**src/rtl/apb_pkg.sv**
```systemverilog
// Shared types and helpers for the APB command master.
package apb_pkg;

    // Transfer phases of one APB access plus the response hand-off.
    typedef enum logic [1:0] {
        ST_IDLE   = 2'd0,
        ST_SETUP  = 2'd1,
        ST_ACCESS = 2'd2,
        ST_RESP   = 2'd3
    } apb_state_e;

    localparam logic APB_READ  = 1'b0;
    localparam logic APB_WRITE = 1'b1;
    localparam logic APB_OKAY  = 1'b0;
    localparam logic APB_ERROR = 1'b1;

    // Number of byte-offset address bits that are zero on an aligned bus word.
    function automatic int addr_lsb(input int dw);
        return $clog2(dw / 8);
    endfunction

    // Counter width able to hold 0 .. timeout-1 (at least one bit).
    function automatic int cnt_width(input int timeout);
        return (timeout > 1) ? $clog2(timeout) : 1;
    endfunction

endpackage

```
**src/rtl/apb_timeout_cnt.sv**
```systemverilog
// Counts ACCESS cycles spent waiting for PREADY and flags the last allowed one.
module apb_timeout_cnt
    import apb_pkg::*;
#(
    parameter int TIMEOUT = 16
) (
    input  logic clk,
    input  logic rst,
    input  logic clear,
    input  logic enable,
    output logic expired
);

    localparam int CW = cnt_width(TIMEOUT);

    logic [CW-1:0] cnt;

    // Wait-cycle counter: restarts before each ACCESS phase, advances on each stalled cycle.
    always_ff @(posedge clk) begin
        if (rst || clear) begin
            cnt <= '0;
        end else if (enable) begin
            cnt <= cnt + 1'b1;
        end
    end

    // Expiry is flagged during the TIMEOUT-th stalled cycle so the FSM leaves on that edge.
    // A TIMEOUT of zero never expires.
    always_comb begin
        expired = 1'b0;
        if (TIMEOUT != 0) begin
            expired = enable && (cnt == CW'(TIMEOUT - 1));
        end
    end

endmodule

```
**src/rtl/apb_cmd_master.sv**
```systemverilog
// Turns a valid/ready command stream into single APB transfers and returns
// one response per command, with an optional PREADY timeout.
module apb_cmd_master
    import apb_pkg::*;
#(
    parameter int DW      = 32,
    parameter int AW      = 32,
    parameter int TIMEOUT = 16
) (
    input  logic            clk,
    input  logic            rst,
    // command channel
    input  logic            cmd_valid,
    output logic            cmd_ready,
    input  logic            cmd_write,
    input  logic [AW-1:0]   cmd_addr,
    input  logic [DW-1:0]   cmd_wdata,
    input  logic [DW/8-1:0] cmd_strb,
    // response channel
    output logic            rsp_valid,
    input  logic            rsp_ready,
    output logic [DW-1:0]   rsp_rdata,
    output logic            rsp_err,
    output logic            rsp_timeout,
    // APB master
    output logic            PSEL,
    output logic            PENABLE,
    output logic [AW-1:0]   PADDR,
    output logic            PWRITE,
    output logic [DW-1:0]   PWDATA,
    output logic [DW/8-1:0] PSTRB,
    input  logic [DW-1:0]   PRDATA,
    input  logic            PREADY,
    input  logic            PSLVERR
);

    // Clears the byte-offset bits so PADDR is always bus-word aligned.
    localparam logic [AW-1:0] ADDR_MASK = ~AW'((1 << addr_lsb(DW)) - 1);

    apb_state_e state;
    logic       tmo_clear;
    logic       tmo_enable;
    logic       tmo_expired;

    // NOTE: cmd_ready is gated by rst directly so no command can be taken
    // during the reset cycle itself, even though state is still registered.
    assign cmd_ready = (state == ST_IDLE) && !rst;

    // The wait counter restarts in SETUP and counts only stalled ACCESS cycles.
    assign tmo_clear  = (state == ST_SETUP);
    assign tmo_enable = (state == ST_ACCESS) && !PREADY;

    apb_timeout_cnt #(
        .TIMEOUT (TIMEOUT)
    ) u_timeout_cnt (
        .clk     (clk),
        .rst     (rst),
        .clear   (tmo_clear),
        .enable  (tmo_enable),
        .expired (tmo_expired)
    );

    // Transfer FSM with all APB and response outputs registered alongside the state.
    always_ff @(posedge clk) begin
        if (rst) begin
            // NOTE: the address/data registers are cleared too, because they are
            // visible on the bus and must read as zero straight out of reset.
            state       <= ST_IDLE;
            PSEL        <= 1'b0;
            PENABLE     <= 1'b0;
            PADDR       <= '0;
            PWRITE      <= 1'b0;
            PWDATA      <= '0;
            PSTRB       <= '0;
            rsp_valid   <= 1'b0;
            rsp_rdata   <= '0;
            rsp_err     <= 1'b0;
            rsp_timeout <= 1'b0;
        end else begin
            // NOTE: non-blocking assignments throughout, so every branch sees the
            // pre-edge values of state and the bus registers.
            case (state)
                ST_IDLE: begin
                    if (cmd_valid) begin
                        state  <= ST_SETUP;
                        PSEL   <= 1'b1;
                        PADDR  <= cmd_addr & ADDR_MASK;
                        PWRITE <= cmd_write;
                        PWDATA <= cmd_wdata;
                        PSTRB  <= (cmd_write == APB_WRITE) ? cmd_strb : '0;
                    end
                end

                ST_SETUP: begin
                    state   <= ST_ACCESS;
                    PENABLE <= 1'b1;
                end

                ST_ACCESS: begin
                    // A slave that answers on the final allowed cycle still wins over the timeout.
                    if (PREADY) begin
                        state       <= ST_RESP;
                        PSEL        <= 1'b0;
                        PENABLE     <= 1'b0;
                        rsp_valid   <= 1'b1;
                        rsp_rdata   <= (PWRITE == APB_WRITE) ? '0 : PRDATA;
                        rsp_err     <= PSLVERR;
                        rsp_timeout <= 1'b0;
                    end else if (tmo_expired) begin
                        state       <= ST_RESP;
                        PSEL        <= 1'b0;
                        PENABLE     <= 1'b0;
                        rsp_valid   <= 1'b1;
                        rsp_rdata   <= '0;
                        rsp_err     <= APB_ERROR;
                        rsp_timeout <= 1'b1;
                    end
                end

                ST_RESP: begin
                    if (rsp_ready) begin
                        state     <= ST_IDLE;
                        rsp_valid <= 1'b0;
                    end
                end

                default: begin
                    state <= ST_IDLE;
                end
            endcase
        end
    end

endmodule

```
**config.mk**
```make
export PLATFORM = sky130hd
export DESIGN_NAME = apb_cmd_master
export DESIGN_NICKNAME = d
export VERILOG_FILES = /design/src/rtl/apb_pkg.sv /design/src/rtl/apb_timeout_cnt.sv /design/src/rtl/apb_cmd_master.sv
export SDC_FILE = /design/constraint.sdc
export NUM_CORES = 1
export LEC_CHECK = 0
export ABC_CLOCK_PERIOD_IN_PS = 1650
export CAP_MARGIN = 20
export CORE_MARGIN = 2
export CORE_UTILIZATION = 35
export DETAILED_ROUTE_END_ITERATION = 12
export GPL_TIMING_DRIVEN = 1
export PLACE_DENSITY_LB_ADDON = 0.15
export SETUP_SLACK_MARGIN = 0.15
export SLEW_MARGIN = 20
export SYNTH_ARGS = -nofsm -noshare
export SYNTH_HDL_FRONTEND = slang
export SYNTH_SLANG_ARGS = --single-unit
export TNS_END_PERCENT = 20
```
**constraint.sdc**
```tcl
create_clock -name clk -period 1.65 [get_ports clk]
set_input_delay 0.33 -clock clk [delete_from_list [all_inputs] [get_ports clk]]
set_output_delay 0.33 -clock clk [all_outputs]
set_load 0.05 [all_outputs]
```
==> results list <==
* Run status: finished, final reports clean
* Unrepaired setup endpoints after global routing: yes
- Number of synthesized register bits: 110
* # nets final: approximately 750
- The worst register-to-register path begins at state[0].
- Post-Synthesis Cell Area: 3960 sq um
- In this run the static leakage power is roughly 2.7 nW.
- Final weighted congestion in routability-driven placement: 0.720
- In this run, the number of DRC markers left after iteration 0 of detailed routing was ~190.
- Total global-route track usage: 17.0%
- The synthesized design spends more area on one cell type than any other, namely dfxtp_1.
- Setup violators final: 0
* Chip Height: 110 um
* Worst hold margin: 0.436 ns
- For this block, the routed nets add up to 10,800 um of wire.
- In this run the worst setup path terminates at cmd_ready.
- For this design the ratio of total power to cell area is approximately 1500 nW/um^2.
* Aggregate global routing overflow: 0
* Die area: between 10,000 and 15,000 sq um
* Global-route wire length before repair: roughly 16,000 um
- Place WS: -0.0198 ns
- H-tree lvl count: 3
- Critical setup path kind: reg -> out
- The worst path meets setup with 0.119 ns of slack.
- Power comes to a little under 10 mW.
- Cell at the root of the clock tree: clkbuf_16
- Maximum operating frequency: roughly 0.65 GHz
- ANT cells: 0
* Setup TNS after final layout: 0 ns
- VDD sags by at most between 0.8 and 0.9 mV.
* R2R cell count: 5
- The worst path in the final design needs a cycle of about 1.5 ns, including I/O delays and setup.
- Post-Route Skew: between 0.008 and 0.009 ns
- Ranked by total cell area, the synthesized netlist is headed by dfxtp_1 (56%), nand2_1 (13%), a21oi_1 (9.0%), a22o_2 (6.3%), buf_6 (2.0%).
* Portion of synthesized cell area occupied by the leading cell type: roughly 56%
- Data arrives at the worst endpoint at 1.20 ns.
- TritonCTS created 9 clock buffers.
- Number of placed instances, taps included: 760
- The floorplan step defined a core boundary enclosing about 11,000 sq um.
- Slowest CP cell: dfxtp_4
- Across all register-to-register paths, the minimum setup slack is roughly 0.17 ns.
- TritonCTS built the clock tree.
- Filler-free cell count of the finished design: a little under 800
- For this run, the register share of the synthesized area comes to 55.6%.
* Number of antenna-violating nets in the routed design: 0
- Crit path launch: state[0]
- In this run the mean area of a mapped cell was between 9 and 10 sq um.
- Most common flop cell mapped by yosys: dfxtp_1
- The first detailed-routing pass took 4 iterations.
* Clock sink total: 110
* Routed via count: 3,657
- Worst min-delay path category: in -> reg
- Hold Vio Cnt, Final: 0
- Number of flops mapped to enable cells by yosys: 0
- Largest stage delay on the critical path: roughly 0.36 ns
* Area growth from synthesis to layout: 60.0%
* FP Rows: 38
- In the routed design, unresolved DRC markers number 0.
- Entering global routing, the biggest net connects 44 pins.
* Post-route cell area: roughly 6300 sq um
* Register clock-pin slew on the reported worst setup and hold paths: 0.07 ns
- Reg2Reg Capture Point: u_timeout_cnt.cnt[3]
- Ports: 214
* Number of instances in the synthesized netlist: roughly 430
* Share of the cycle needed by the critical path after routing: between 90% and 100%
- Critical Path Start Type: flip-flop
- Routed wire per std cell: roughly 14 um
- Max-cap violations in this run came to 0.
- Once detailed placement completed, the half-perimeter wirelength came to about 7800 um.
* Kind of end point of the critical path: primary output
* Area post-placement: between 5000 and 6000 sq um
* Peak fanout along the critical path: 3
- Async set-or-reset flop fraction in the synthesized netlist: 0%
* Initial core utilization: 36.2%
* Unique masters post-synth: 37
- In this run the horizontal extent of the chip is 110 um.
* Cell Chain, Critical Path: inv_4, ha_4, nor2b_4, buf_8
- In the final layout, the share of cells above drive strength 1 is between 20% and 30%.
* Critical Path RT: around 1.3 ns
- Measured on the finished design, the core utilization comes to 57.9%.
- The clock reaches the later pin of the worst-skew pair after 0.34 ns.
- The via count of the first global-routing pass came to 3,494.
- During synthesis, Yosys emitted a total of 0 warnings.
* Worst hold path depth: 2
- In the routed layout, each cell is associated on average with a via count of 4.70.
- No sink is reached through more buffers than the 2 on the longest clock path.
* Antenna violations before repair: 0
- Pins over their slew limit: 0
- Number of I/O port buffers: about 210
- Fill cells in the final layout number 1,024.
==> layout by cell type, fill, tap and decap left out, drive strengths merged, types with 2 or more instances in the layout <==
cell type,netlist,final
nand3b,2,2
clkbuf,10,11
a21oi,72,72
buf,23,123
xor2,2,2
nand2,134,134
dfxtp,110,110
mux2i,2,2
nor3,5,5
nor2,2,2
ha,5,5
clkinv,0,2
a211oi,2,2
nand3,5,5
clkinvlp,0,3
inv,3,3
nand2b,5,5
conb,1,2
clkdlybuf4s50,0,103
a22o,32,32
==> synth_stat cells, types with 2 or more instances <==
| cell | number |
|---|---|
| nor3_1 | 4 |
| a22o_1 | 7 |
| buf_2 | 11 |
| nor2_1 | 2 |
| nand2_1 | 133 |
| clkbuf_1 | 10 |
| inv_1 | 3 |
| nand3_1 | 5 |
| ha_1 | 5 |
| buf_4 | 5 |
| nand2b_1 | 4 |
| buf_6 | 7 |
| nand3b_1 | 2 |
| dfxtp_1 | 110 |
| xor2_1 | 2 |
| a22o_2 | 25 |
| a21oi_1 | 71 |
| mux2i_1 | 2 |
==> area by class of cell <==
| class | instances | area, sq um | area share, % |
|---|---|---|---|
| Clock buffer | 10 | 229 | 3.62 |
| Clock inverter | 6 | 62.6 | 0.988 |
| Inverter | 3 | 13.8 | 0.217 |
| Multi-Input combinational cell | 282 | 1570 | 24.7 |
| Sequential cell | 110 | 2210 | 34.9 |
| Tap cell | 140 | 175 | 2.77 |
| Timing Repair Buffer | 227 | 2080 | 32.8 |
==> power by group <==
group / switching (mW) / internal [mW] / leakage (nW) / total, mW
clock network: 0.960 / 1.17 / 0.134 / 2.13
logic: 2.68 / 1.50 / 1.63 / 4.19
registers: 0.248 / 3.11 / 0.899 / 3.36
==> how the worst min path moves through the flow <==
stage / from / end / slack [ns]
2_1_floorplan: PREADY / rsp_timeout / 0.43
5_1_grt: rst / PADDR[2] / 0.45
4_1_cts: rst / PADDR[5] / 0.43
3_3_place_gp: PSTRB[2] / PSTRB[2] / 0.44
6_report: rst / PADDR[2] / 0.44
3_5_place_dp: PSTRB[2] / PSTRB[2] / 0.44
==> critical path: cells and delay by family (launching register included) <==
kind                       cells  cell delay, ns
DFF                            1            0.36
and+or+nand+nor                1            0.14
adders and majority gates      1            0.13
buffers and inverters          2            0.22
==> logic make-up (layout without fill, tap and decap cells) <==
group	after synthesis	in the layout	share of synthesized area, %
simple gates	159	159	17.0
flops	110	110	55.6
other cells	1	2	0.0948
compound gates	112	112	19.1
buf+inv	36	246	5.56
xor+xnor	2	2	0.443
fa+ha+maj	5	5	1.58
mux	2	2	0.506
==> sequential cells by signal, indices dropped and copies added, names as in the netlist <==
name	flops
PWDATA	32
rsp_rdata	32
PADDR	30
PSTRB	4
u_timeout_cnt.cnt	4
state	2
PENABLE	1
PSEL	1
PWRITE	1
rsp_err	1
rsp_timeout	1
rsp_valid	1
==> per-layer routing <==
metal  routed length, um  GRT usage [%]  share of wire, %  vias to the layer above
li1                    -              -                 -                     1840
met1                4370           19.4                40                     1689
met2                5330           29.0                49                      117
met3                 982           6.82               9.1                       11
met4                 148           5.27               1.4                        0
met5                   0              0                 0                        -
==> what timing repair did <==
item / CTS / global route
gates resized for setup: 10 / 5
endpoints found under the setup margin: 46 / 79
cloned: 0 / 1
hold buffers: 0 / 0
pin swaps: 1 / 1
buffers inserted: 1 / 0
Note: power is estimated with default switching activity, not from simulation.
